[config.mk]
export PLATFORM = sky130hd
export DESIGN_NAME = counter_rr_scheduler_flat
export DESIGN_NICKNAME = d
export VERILOG_FILES = /design/src/rtl/counter_rr_scheduler_if.sv /design/src/rtl/counter_rr_scheduler.sv /design/src/flat_wrapper.sv
export SDC_FILE = /design/constraint.sdc
export NUM_CORES = 1
export LEC_CHECK = 0
export CAP_MARGIN = 20
export CORE_AREA = 3 3 48 68
export CTS_CLUSTER_SIZE = 16
export DETAILED_ROUTE_END_ITERATION = 6
export DIE_AREA = 0 0 51 71
export PLACE_DENSITY = 0.73
export SYNTH_ARGS = -nofsm -noshare
export SYNTH_HDL_FRONTEND = slang
export SYNTH_SLANG_ARGS = --single-unit
[constraint.sdc]
create_clock -name clk -period 1.7 [get_ports clk]
set_clock_uncertainty 0.1 [all_clocks]
set_input_delay 0.51 -clock clk [delete_from_list [all_inputs] [get_ports clk]]
set_output_delay 0.51 -clock clk [all_outputs]
set_load 0.03 [all_outputs]
[src/rtl/counter_rr_scheduler_if.sv]
// Handshake bundle between the round-robin scheduler (master) and its requesters plus shared counter (slave).
interface counter_rr_scheduler_if #(
  parameter int N = 4,
  parameter int W = 4
);
  logic [N-1:0]   req;
  logic [N*W-1:0] start_val;
  logic [W-1:0]   cnt_q;
  logic           cnt_load;
  logic [W-1:0]   cnt_din;
  logic [N-1:0]   gnt;
  logic [N-1:0]   done;
  logic           busy;

  modport master (
    input  req, start_val, cnt_q,
    output cnt_load, cnt_din, gnt, done, busy
  );

  modport slave (
    output req, start_val, cnt_q,
    input  cnt_load, cnt_din, gnt, done, busy
  );
endinterface

[src/rtl/counter_rr_scheduler.sv]
// Round-robin share of one external loadable up counter; done fires (2^W+1-start) edges after grant.
// No backpressure: requests seen only in IDLE, dropping req while granted aborts without done.
module counter_rr_scheduler #(
  parameter int N = 4,
  parameter int W = 4
) (
  input  logic                    clk,
  input  logic                    rst,
  counter_rr_scheduler_if.master  bus
);
  localparam int IW = (N > 1) ? $clog2(N) : 1;

  typedef enum logic [1:0] {IDLE, LOAD, RUN, DONE} state_e;

  state_e          state_q, state_d;
  logic [IW-1:0]   idx_q, idx_d;
  logic [IW-1:0]   ptr_q, ptr_d;
  logic [N-1:0]    gnt_q, gnt_d;
  logic [N-1:0]    done_q, done_d;
  logic            cnt_load_q, cnt_load_d;
  logic [W-1:0]    cnt_din_q, cnt_din_d;

  logic            pick_vld;
  logic [IW-1:0]   pick_idx;
  logic [IW-1:0]   idx_nxt;

  // First requester at or after ptr, wrapping modulo N
  always_comb begin
    int j;
    pick_vld = 1'b0;
    pick_idx = '0;
    for (int k = 0; k < N; k++) begin
      j = int'(ptr_q) + k;
      if (j >= N) j = j - N;
      if (!pick_vld && bus.req[j]) begin
        pick_vld = 1'b1;
        pick_idx = IW'(j);
      end
    end
  end

  assign idx_nxt = (idx_q == IW'(N - 1)) ? '0 : idx_q + IW'(1);

  always_comb begin
    state_d    = state_q;
    idx_d      = idx_q;
    ptr_d      = ptr_q;
    gnt_d      = gnt_q;
    done_d     = '0;
    cnt_load_d = 1'b0;
    cnt_din_d  = cnt_din_q;
    case (state_q)
      IDLE: begin
        if (pick_vld) begin
          idx_d           = pick_idx;
          gnt_d           = '0;
          gnt_d[pick_idx] = 1'b1;
          cnt_din_d       = bus.start_val[pick_idx*W +: W];
          cnt_load_d      = 1'b1;
          state_d         = LOAD;
        end
      end
      LOAD: state_d = RUN;
      RUN: begin
        // Abort wins over terminal count in the same cycle
        if (!bus.req[idx_q]) begin
          gnt_d   = '0;
          ptr_d   = idx_nxt;
          state_d = IDLE;
        end else if (bus.cnt_q == {W{1'b1}}) begin
          gnt_d         = '0;
          done_d[idx_q] = 1'b1;
          state_d       = DONE;
        end
      end
      DONE: begin
        ptr_d   = idx_nxt;
        state_d = IDLE;
      end
      default: state_d = IDLE;
    endcase
  end

  always_ff @(posedge clk or posedge rst) begin
    if (rst) begin
      state_q    <= IDLE;
      idx_q      <= '0;
      ptr_q      <= '0;
      gnt_q      <= '0;
      done_q     <= '0;
      cnt_load_q <= 1'b0;
      cnt_din_q  <= '0;
    end else begin
      state_q    <= state_d;
      idx_q      <= idx_d;
      ptr_q      <= ptr_d;
      gnt_q      <= gnt_d;
      done_q     <= done_d;
      cnt_load_q <= cnt_load_d;
      cnt_din_q  <= cnt_din_d;
    end
  end

  assign bus.gnt      = gnt_q;
  assign bus.done     = done_q;
  assign bus.cnt_load = cnt_load_q;
  assign bus.cnt_din  = cnt_din_q;
  assign bus.busy     = (state_q != IDLE);
endmodule

[src/flat_wrapper.sv]
// flat-port wrapper written by rule: the top's interface ports become plain ports
module counter_rr_scheduler_flat 
#(
  parameter int N = 4,
  parameter int W = 4
)
  (clk, rst, bus_req, bus_start_val, bus_cnt_q, bus_cnt_load, bus_cnt_din, bus_gnt, bus_done, bus_busy);
  counter_rr_scheduler_if #(.N(N), .W(W)) bus_i ();
  input  logic clk;
  input  logic rst;
  input wire logic [$bits(bus_i.req)-1:0] bus_req;
  input wire logic [$bits(bus_i.start_val)-1:0] bus_start_val;
  input wire logic [$bits(bus_i.cnt_q)-1:0] bus_cnt_q;
  output wire logic [$bits(bus_i.cnt_load)-1:0] bus_cnt_load;
  output wire logic [$bits(bus_i.cnt_din)-1:0] bus_cnt_din;
  output wire logic [$bits(bus_i.gnt)-1:0] bus_gnt;
  output wire logic [$bits(bus_i.done)-1:0] bus_done;
  output wire logic [$bits(bus_i.busy)-1:0] bus_busy;
  assign bus_i.req = bus_req;
  assign bus_i.start_val = bus_start_val;
  assign bus_i.cnt_q = bus_cnt_q;
  assign bus_cnt_load = bus_i.cnt_load;
  assign bus_cnt_din = bus_i.cnt_din;
  assign bus_gnt = bus_i.gnt;
  assign bus_done = bus_i.done;
  assign bus_busy = bus_i.busy;
  counter_rr_scheduler #(.N(N), .W(W)) u_core (.clk(clk), .rst(rst), .bus(bus_i));
endmodule
## Yosys cells after proc, flatten, opt, wreduce, memory -nomap -nowiden

Index checks and enable logic that the tools add are counted.

- Add/subtract/negate cells: 8
- Muxes and demuxes: 46
- Reduce and logical (&&, ||, !) cells: 16
- Equal/unequal tests: 8
- Magnitude comparators: 12
- Shift-type cells: 1

Operators with widths:

| operator | count |
|---|---|
| less-than comparator 32 x 4 -> 1 bit, second input constant | 4 |
| 2-to-1 mux 32 bit | 4 |
| greater-or-equal comparator 32 x 4 -> 1 bit, second input constant | 3 |
| subtractor 32 x 4 -> 32 bit, second input constant | 3 |
| 2-to-1 mux 4 bit | 6 |
| 2-to-1 mux 2 bit | 9 |
| 2-to-1 mux 1 bit | 17 |
| indexed part select 16 x 5 -> 4 bit | 1 |
| binary-select mux 1 bit (select 2 bit) | 5 |
| case mux 2 bit (4 select lines) | 1 |
| case mux 4 bit (2 select lines) | 1 |
| adder 2 x 2 -> 3 bit, second input constant | 2 |
| == test 2 bit, second input constant | 3 |
| less-than comparator 2 x 3 -> 1 bit, second input constant | 2 |
| AND reduction 2 bit | 3 |
| nonzero test 2 bit | 3 |
| logical AND 1 bit | 5 |
| demux 1 bit (select 2 bit) | 2 |
| == test 4 bit, second input constant | 1 |
| greater-or-equal comparator 2 x 1 -> 1 bit, second input constant | 2 |
| case mux 2 bit (2 select lines) | 1 |
| subtractor 2 x 3 -> 4 bit, second input constant | 1 |
| adder 2 x 1 -> 3 bit, second input constant | 1 |
| greater-or-equal comparator 2 x 3 -> 1 bit, second input constant | 1 |
| other kinds (8) | 10 |

- Word-level logic and storage cells: 98
- Register bits: 19
- Input bits: 26
- Output and inout bits: 14

## Logic depth before layout (Yosys ltp)

- Depth in word-level cells: 21
- Gate-level depth with buffers: 6
- Gate-level depth less buffers: 5

## Worst setup path before layout

OpenSTA, ideal clock, no wires.

- Path type: register -> register
- Start point: reg u_core.state_q[0]
- End point: reg u_core.cnt_din_q[1] (netlist: u_core.bus.cnt_din[1])
- Period minus slack after synthesis: 1819 ps
- Path buffers: 2
- Data required time: 1514 ps
- Stages on the path, launching flop included: 7
- Slack: -119 ps
- Library setup time: 86 ps
- Data arrival time: 1634 ps
- Cells stage by stage: dfrtp_1 > or2_4 > nand2b_4 > buf_6 > or3_4 > buf_6 > o221ai_2

- Cells in the longest elaborated chain, start to end: 2

Ends and longest elaborated chain:

| what | RTL line | source |
|---|---|---|
| start: declaration | counter_rr_scheduler.sv:15 | `state_e state_q, state_d;` |
| start signal: assignment | counter_rr_scheduler.sv:94 | `state_q <= state_d;` |
| logical NOT 2 bit | counter_rr_scheduler.sv:52 | `case (state_q)` |
| AND reduction 2 bit (no source line) | n/a |  |
| end signal: assignment | counter_rr_scheduler.sv:100 | `cnt_din_q <= cnt_din_d;` |
| end: declaration | counter_rr_scheduler.sv:21 | `logic [W-1:0] cnt_din_q, cnt_din_d;` |

No other way between the ends.
A chain may end at the register's enable or synchronous reset.

## Worst setup path after layout

- Start point: reg u_core.state_q[1]
- End point: out bus_busy

- Cells in the longest elaborated chain, start to end: 1

Ends and longest elaborated chain:

| what | RTL line | source |
|---|---|---|
| nonzero test 2 bit | counter_rr_scheduler.sv:108 | `assign bus.busy = (state_q != IDLE);` |
| end: declaration | flat_wrapper.sv:18 | `output wire logic [$bits(bus_i.busy)-1:0] bus_busy;` |

No other way between the ends.

==> run metrics <==
outcome completed; Nets 190; Core Region 2791 um^2; first-pass GRT wire length 4685 um; CTS tree done; layout cells sized above 1 0.3082; Most used DFF post-synth dfrtp_1; PwrDens 1576 nW/um^2; post-synth cell types 27; antenna violations before repair 0; peak supply drop 872.1 uV; clock slew at the register clock pins of the worst setup and hold paths 80 ps; Final Max Slew Viols 0; fin cells 196; slew at the pin closest to its max-slew limit 317.2 ps; WP data arrival 1070 ps; Syn Inst Count 97; critical path type reg2out; mapped cell area 1041 um^2; Sequential Power Share 0.271; Hold Violations, Final 0; post-layout min period 1680 ps; hold slack 391.3 ps; Synth-to-Final Area Change 65.02%; grt ovf 0; max-cap violation count 0; Seq/Total Area, Yosys 0.4567; reg-to-reg critical path endpoint u_core.bus.cnt_din[3]$_DFFE_PP0P_; drt pass-1 iters 2; RSZ-0062 raised after global routing true; I/O Buffers 39; clock share of power 0.117; placed insts 187; hpwl dp 2066 um; Crit. End Element primary output; Root Driver clkbuf_8; Hold Path Depth 2; worst r2r src u_core.state_q[1]$_DFFE_PP0P_; flop2flop setup slack 30 ps; FILL cells 246; worst-case reg-to-reg path depth 5; Initial Utilization 0.3729; Cell Rows 23; CTS Buf Count 3; H-Tree Depth 1; I/O pin count 40; Startpoint Class flip-flop; Final GP Congestion 0.7565; Post-Syn Area per Cell 10.73 um^2; post-route antenna net violation count 0; hold_buf cts 0; final setup violation count 0; Clock Path Buffers 2; Syn. warnings 0; 1st-iter DRT viols 27; Sw Ratio 0.4083; DRC 0; Req. time, crit path 1090 ps; Rel. slew slack 0.7894; Vias 967; Die ar. 3621 um^2; clock sink count 19; Die X-Extent 51 um; internal power 1.602 mW; Post-synth EDFFs 0; Hold Path Sink u_core.bus.cnt_din[3]$_DFFE_PP0P_; DR vias/cell 4.934; switching pwr 1.106 mW; Die Y 71 um; drt wl/cell 13.80 um; total track usage 0.1707; fraction of registers with async set or reset after synthesis 1.000; Max FO, Critical Path 2; Logic pwr share 0.612; largest net degree at the start of global routing 20; ANT cells 0; DRT Wirelength 2704 um; hold wc startpoint u_core.bus.cnt_din[3]$_DFFE_PP0P_; vias in the first global route 1064; HP Class reg2reg; Peak Freq 595.3 MHz; Tcrit/Tclk final 0.9881; Syn Nets 127; Yosys reg bits 19; worst skew pair latency 260 ps; LEAKAGE 0.8653 nW
==> worst max-delay path, cell delays in order, from the launching register on <==
cell     delay (ps)
dfrtp_1         380
or2_4           260
buf_2           180
==> cell usage after synthesis, types with 2 or more instances <==
library cell,n,share of area
a21oi_1,5,0.024
and2_1,4,0.024
buf_6,2,0.022
dfrtp_1,19,0.46
ha_1,4,0.048
inv_1,7,0.025
mux2_2,2,0.022
mux2i_1,13,0.12
nand2_1,15,0.054
nor2_1,2,0.0072
o21ai_0,5,0.024
o21ai_1,2,0.0096
o221ai_2,3,0.043
==> registers in the layout, indices dropped and copies added, names as in the netlist <==
| register | flops |
|---|---|
| u_core.state_q | 2 |
| u_core.bus.cnt_din | 4 |
| u_core.bus.done | 4 |
| u_core.bus.gnt | 4 |
| u_core.ptr_q | 2 |
| u_core.bus.cnt_load | 1 |
| u_core.idx_q | 2 |
==> how the worst max path moves through the flow <==
stage	startpoint	to	slack, ps	cells past startpoint
floorplan	bus_req[3]	u_core.bus.cnt_din[1]$_DFFE_PP0P_	-60	6
global placement	bus_req[3]	u_core.bus.gnt[2]$_DFFE_PP0P_	-540	6
detailed placement	bus_req[1]	u_core.bus.cnt_din[1]$_DFFE_PP0P_	-570	7
CTS	u_core.state_q[1]$_DFFE_PP0P_	bus_busy	-80	2
global route	u_core.state_q[1]$_DFFE_PP0P_	u_core.bus.cnt_din[3]$_DFFE_PP0P_	-50	5
finish	u_core.state_q[1]$_DFFE_PP0P_	bus_busy	20	2
==> layer usage <==
| layer | vias up | wire [um] | GRT usage | share of wire |
|---|---|---|---|---|
| met5 | - | 0 | 0 | 0 |
| met4 | 0 | 42 | 0.06587 | 0.016 |
| met3 | 4 | 127 | 0.03158 | 0.047 |
| met2 | 30 | 1577 | 0.3314 | 0.58 |
| met1 | 467 | 957 | 0.1712 | 0.35 |
| li1 | 466 | - | - | - |
==> what timing repair did <==
action,CTS,global route
resized for setup,40,14
buffers inserted,5,0
setup endpoints to repair,32,13
pin swaps,6,5
==> placed cells by master, fill, tap and decap left out, drive strengths merged, types with 2 or more instances in the layout <==
| master | Yosys | routed |
|---|---|---|
| buf | 3 | 25 |
| dfrtp | 19 | 19 |
| clkdlybuf4s50 | 0 | 17 |
| nand2 | 15 | 15 |
| dlygate4sd2 | 0 | 14 |
| mux2i | 13 | 13 |
| o21ai | 8 | 8 |
| inv | 7 | 7 |
| a21oi | 5 | 5 |
| o221ai | 4 | 4 |
| and2 | 4 | 4 |
| ha | 4 | 4 |
| dlymetal6s2s | 0 | 4 |
| clkbuf | 0 | 3 |
| mux2 | 2 | 2 |
| nor2 | 2 | 2 |
| nand2b | 2 | 2 |
==> layout make-up <==
type | count | area, um^2 | share of cell area
clock buffer | 3 | 41.29 | 0.02403
clock inverter | 1 | 5.005 | 0.002913
inverter | 7 | 28.78 | 0.01675
multi-input combinational | 68 | 553.0 | 0.3219
sequential | 19 | 475.5 | 0.2768
tap | 37 | 46.29 | 0.02695
timing repair buffer | 61 | 568.0 | 0.3307
==> stage by stage <==
stage | total power [mW] | setup slack (ps) | instance area, um^2 | TNS (ps) | util
2_1_floorplan | 1.679 | -64.93 | 1055 | -445.5 | -
3_3_place_gp | 2.265 | -537.8 | 1604 | -8344 | 0.5746
3_5_place_dp | 2.302 | -565.0 | 1604 | -8706 | 0.5746
4_1_cts | 2.686 | -81.39 | 1689 | -81.39 | 0.6051
5_1_grt | 2.914 | -51.43 | 1718 | -221.1 | 0.6154
6_report | 2.708 | 20.27 | 1718 | 0 | 0.6154
==> power by group through the flow <==
stage               registers, mW  clock network, mW  logic (mW)
floorplan                   0.929                  0       0.750
global placement            0.741                  0        1.52
detailed placement          0.747                  0        1.55
CTS                         0.733              0.318        1.64
global route                0.767              0.346        1.80
finish                      0.735              0.316        1.66
==> kinds of logic (layout without fill, tap and decap cells) <==
group,Yosys count,in the layout,share of synthesized area
compound gates,21,21,0.1514
fa+ha+maj,4,4,0.04808
mux,15,15,0.1466
buf+inv,10,72,0.05168
simple gates,28,28,0.1454
flops,19,19,0.4567
(Power assumes the default switching activity.)
==> RTL change 1: new RTL, same flow settings <==
Encoding of `state_e`: now one-hot (4 bits for 4 states).
--- a/src/rtl/counter_rr_scheduler.sv
+++ b/src/rtl/counter_rr_scheduler.sv
@@ -10,7 +10,7 @@
 );
   localparam int IW = (N > 1) ? $clog2(N) : 1;
 
-  typedef enum logic [1:0] {IDLE, LOAD, RUN, DONE} state_e;
+  typedef enum logic [3:0] {IDLE = 4'b0001, LOAD = 4'b0010, RUN = 4'b0100, DONE = 4'b1000} state_e;
 
   state_e          state_q, state_d;
   logic [IW-1:0]   idx_q, idx_d;
Check against the original RTL: same outputs for any inputs over 10 cycles, from zero or initial values and one cycle with rst high; not proved beyond that.
==> RTL change 1 against the original RTL <==
- the run now ends with setup timing left
- sequential cell count up 2
- fmax down 17%
- final cell count up 6.1%
- synthesized area up 12%
- setup slack worse by 0.34 ns
- utilization up 6.4 points
- total power up 13%
- die area unchanged
- cell area up 10%
- clock power up 2%
- global-route usage up 2.2 points
- wire length up 26%
- critical endpoint unchanged
==> RTL change 1: results <==
[global_route]
grt_max_degree = 12
grtUsageTotal_pct = 19.3
grt_pass1_wl_um = 5260
grt_pass1_vias = 1167
grt_antenna_before_repair = 0

[worst_setup_path]
crit_path_max_incr_delay_ns = 0.53
arrival_ns = 1.41
reg2reg_from = "u_core.state_q[0]"
ff2ff_path_depth = 6
r2r-end = "u_core.bus.cnt_din[1]"
reg2reg_slack_ns = -0.31
path_delay_family = "flip-flops"
crit_fanout = 2
critPathSlowestCell = "dfstp_2"

[placement]
gp_congestion = 0.838
place_hpwl_um = 2610
io_buffers = 39
pre_cts_slack_ns = -0.740

[cts]
clk_pin_slew_ns = 0.07
clk_path_buf_depth = 2
cts_buffers = 3
clk_latency_ns = 0.25
h-tree-depth = 1
cts_root_buf = "clkbuf_8"

[synth]
synth.area.top_cells = "dfrtp_1, ha_1, mux2_2, o221a_1, nand3_1"
synth_commonest_cells = "dfrtp_1, nand3_1, and2_1, o21ai_0"
ys_seq_area_share_pct = 45.4
async_flop_share_pct = 100
synthesis.nets = 134
ys_types = 44
synth-warning-count = 0
yosys_most_used_dff = "dfrtp_1"

[power]
ir_drop_v = 0.000994
p_leak_nw = 0.882

[finish]
fin_nets = 202
diodes = 0
drive_gt1_share_pct = 38.6

[outcome]
status = "finished with violations"
violations = "setup timing"

[sta]
max_slew_margin_pct = 71.1
finalSetupViolations = 13
setup_ws_ns = -0.323

[detailed_routing]
dr.pass1.iters = 4
wl_per_cell_um = 16.3
drt_iter0_markers = 49
vias_per_cell = 5.47
dr_wl_met2_um = 1940
route.met3.wl_um = 164
met1_length_um = 1230
topRoutingLayerUsed = "met4"

[min_path]
hold_path_class = "in -> async"
RTL change 1: cell types whose count changed after synthesis, sizes merged, moves of 3 or more:
cell	change
nand3b	+3
nand3	+8
nand2	-11
o221a	+5
mux2i	-11
o221ai	-4
mux2	+3
inv	-3
RTL change 1: cell families (layout without fill, tap and decap cells):
| family | after synthesis | in the layout | share of synthesized area [%] |
|---|---|---|---|
| simple gates | 37 | 37 | 21.0 |
| compound gates | 28 | 28 | 17.9 |
| flops | 21 | 21 | 45.4 |
| mux | 8 | 8 | 8.51 |
| buf+inv | 6 | 73 | 2.91 |
| fa+ha+maj | 4 | 4 | 4.31 |
RTL change 1: layout make-up:
type                       count  area (um^2)
multi-input combinational     77          686
inverter                       4         15.0
tap                           37         46.3
timing repair buffer          65          577
clock buffer                   4         45.0
sequential                    21          527
fill                         208          896
RTL change 1: layer usage:
metal	GRT usage, %	vias up
met5	0	-
met1	19.9	561
met4	5.69	0
li1	-	522
met3	2.32	6
met2	38.5	49
RTL change 1: power breakdown:
part	switching (W)	internal, W
combinational	0.000957	0.000946
clock	0.000157	0.000167
sequential	0.000137	0.000685
total	0.00125	0.00180
RTL change 1: worst max path at each step:
stage | from | to | depth (start not counted)
final | u_core.state_q[0] | bus_busy | 2
after global routing | u_core.state_q[0] | u_core.bus.cnt_din[3] | 6
after global placement | bus_req[0] | u_core.bus.gnt[2] | 6
after floorplan | u_core.state_q[0] | u_core.bus.cnt_din[0] | 5
after detailed placement | bus_req[0] | u_core.bus.cnt_din[0] | 6
after CTS | u_core.state_q[0] | bus_busy | 2
RTL change 1: through the flow:
stage | hold WS [ns] | TNS (ns) | std cells | utilization, % | instance area (um^2)
6_report | 0.405 | -3.10 | 208 | 67.9 | 1900
5_1_grt | 0.424 | -3.77 | 208 | 67.9 | 1900
4_1_cts | 0.411 | -2.86 | 206 | 65.4 | 1820
3_5_place_dp | 0.390 | -12.78 | 197 | 62.5 | 1750
3_3_place_gp | 0.398 | -11.65 | 197 | 62.5 | 1750
2_1_floorplan | 0.382 | -1.19 | 104 | - | 1170
RTL change 1: timing repair:
action,in CTS,in global routing
buffers inserted,5,2
resized for setup,43,16
pin swaps,2,4
endpoints found under the setup margin,34,20
==> RTL change 2: new RTL, same flow settings <==
Made on the original files. `N` is set to 4 in 3 places; all go to 2.
--- a/src/rtl/counter_rr_scheduler_if.sv
+++ b/src/rtl/counter_rr_scheduler_if.sv
@@ -1,6 +1,6 @@
 // Handshake bundle between the round-robin scheduler (master) and its requesters plus shared counter (slave).
 interface counter_rr_scheduler_if #(
-  parameter int N = 4,
+  parameter int N = 2,
   parameter int W = 4
 );
   logic [N-1:0]   req;
--- a/src/rtl/counter_rr_scheduler.sv
+++ b/src/rtl/counter_rr_scheduler.sv
@@ -1,7 +1,7 @@
 // Round-robin share of one external loadable up counter; done fires (2^W+1-start) edges after grant.
 // No backpressure: requests seen only in IDLE, dropping req while granted aborts without done.
 module counter_rr_scheduler #(
-  parameter int N = 4,
+  parameter int N = 2,
   parameter int W = 4
 ) (
   input  logic                    clk,
--- a/src/flat_wrapper.sv
+++ b/src/flat_wrapper.sv
@@ -1,7 +1,7 @@
 // flat-port wrapper written by rule: the top's interface ports become plain ports
 module counter_rr_scheduler_flat 
 #(
-  parameter int N = 4,
+  parameter int N = 2,
   parameter int W = 4
 )
   (clk, rst, bus_req, bus_start_val, bus_cnt_q, bus_cnt_load, bus_cnt_din, bus_gnt, bus_done, bus_busy);
Interface: changed (resized bus_done, bus_gnt, bus_req and bus_start_val); port bits go from 40 to 26. No check against the original RTL was run, so the function may have changed too.
==> RTL change 2 against the original RTL <==
- clock power shrank 15%
- wire length shrank 40%
- setup slack gained 0.065 ns
- cell area shrank 41%
- final cell count shrank 30%
- first-iteration DRC count grew 22%
- total power shrank 41%
- count of clock-buffer cells in the layout grew 1
- synthesized area shrank 37%
- sequential cell count shrank 6
- sequential power shrank 28%
- largest cell class is now registers
- highest routed layer is now met3
==> RTL change 2: results <==
[placement]
pre_cts_slack_ns = -0.170
gp_congestion = 0.756
place_hpwl_um = 1290
io_buffers = 25
dp_cells = 134

[finish]
nFillCells = 289
largest_reg_flops = 4
drive_gt1_share_pct = 18.8
diodes = 0
finalNonFillerCells = 138
fin_nets = 118

[global_route]
grt_antenna_before_repair = 0
grtUsageTotal_pct = 9.85
use_met2_pct = 17.4
grtUsageMet3_pct = 2.95
grt_max_degree = 14
grt_pass1_wl_um = 2760
gr-usage-met1_pct = 11.3

[cts]
cts_resized = 10
clk_latency_ns = 0.23
cts_setup_buffers = 0
cts_root_buf = "clkbuf_8"
cts_buffers = 3
clk_path_buf_depth = 2
h-tree-depth = 1
clk_pin_slew_ns = 0.05

[worst_setup_path]
crit_path_max_incr_delay_ns = 0.48
path_delay_family = "buffers and inverters"
critPathSlowestCell = "clkdlybuf4s50_1"
reg2reg_slack_ns = 0.39
crit_fanout = 5
cp-startpoint = "bus_req[1]"
ff2ff_path_depth = 3
endpoint = "u_core.ptr_q"
arrival_ns = 1.63
reg2reg_from = "u_core.idx_q"

[synth]
synth.area.top_cells = "dfrtp_1, nand3_1, o21ai_0, a31oi_1, buf_6"
yosys_most_used_dff = "dfrtp_1"
ys_types = 25
ys_seq_area_share_pct = 49.9
synthesis.nets = 83
synth-warning-count = 0
async_flop_share_pct = 100
synth.avg_cell_area_um2 = 9.73
synth_commonest_cells = "dfrtp_1, nand3_1, o21ai_0"

[min_path]
hold_path_class = "reg -> reg"

[detailed_routing]
dr.pass1.iters = 4
drt_iter0_markers = 33
vias = 628
wl_per_cell_um = 11.8

[sta]
setup_ws_ns = 0.0851
max_slew_margin_pct = 68.1

[power]
ir_drop_v = 0.000586
p_leak_nw = 0.461

[outcome]
status = "complete, no violations"
[RTL change 2: changes by cell type in the layout (fill, tap and decap cells not counted), sizes merged, moves of 6 or more]
cell and delta:
dfrtp -6, nand2 -13, buf -14, nand3 +7
mux2i -12, dlygate4sd2 -7
[RTL change 2: worst min-delay path by stage]
stage                     slack [ns]                  start  cells past startpoint                    end
after global placement          0.42           u_core.idx_q                      1     u_core.bus.done[0]
after floorplan                 0.29                    rst                      1  u_core.bus.cnt_din[0]
after global routing            0.47           u_core.idx_q                      1           u_core.ptr_q
after detailed placement        0.41           u_core.idx_q                      1     u_core.bus.done[0]
final                           0.43  u_core.bus.cnt_din[3]                      2  u_core.bus.cnt_din[3]
after CTS                       0.43           u_core.idx_q                      1     u_core.bus.done[0]
[RTL change 2: metal layers]
layer	routed length, um	share of wire (%)
met3	130	8.0
met5	0	0
met1	605	37
met4	0	0
met2	886	55
[RTL change 2: kinds of logic after synthesis]
| kind of cell | share of synthesized area [%] |
|---|---|
| simple gates | 20.3 |
| buf+inv | 7.68 |
| compound gates | 18.2 |
| flops | 49.9 |
| mux | 3.84 |
[RTL change 2: final cells by class]
type	instances	share of cell area [%]
well taps	37	4.57
clock buffers	4	4.45
multi-input cells	45	27.6
flip-flops and latches	13	32.1
repair buffers	33	29.0
inverters	6	2.22
[RTL change 2: worst reg2reg max path, delay by kind of cell (launching register included)]
kind	cells	cell delay (ns)
mux	2	0.46
flops	1	0.42
compound gates	1	0.21
[RTL change 2: report_power, final]
group / total (W) / leakage (nW) / internal (W) / switching [W]
clock network: 0.000268 / 0.0228 / 0.000165 / 0.000103
registers: 0.000526 / 0.158 / 0.000441 / 0.0000847
logic: 0.000813 / 0.280 / 0.000334 / 0.000479
total: 0.00161 / 0.461 / 0.000941 / 0.000667
[RTL change 2: metrics by stage]
step / area, um^2 / hold WS, ns / setup TNS, ns / power, W
6_report: 1010 / 0.435 / 0 / 0.00161
5_1_grt: 1010 / 0.468 / 0 / 0.00173
4_1_cts: 1010 / 0.430 / 0 / 0.00162
3_5_place_dp: 976 / 0.414 / -1.11 / 0.00140
3_3_place_gp: 976 / 0.424 / -0.855 / 0.00138
2_1_floorplan: 652 / 0.287 / 0 / 0.00107
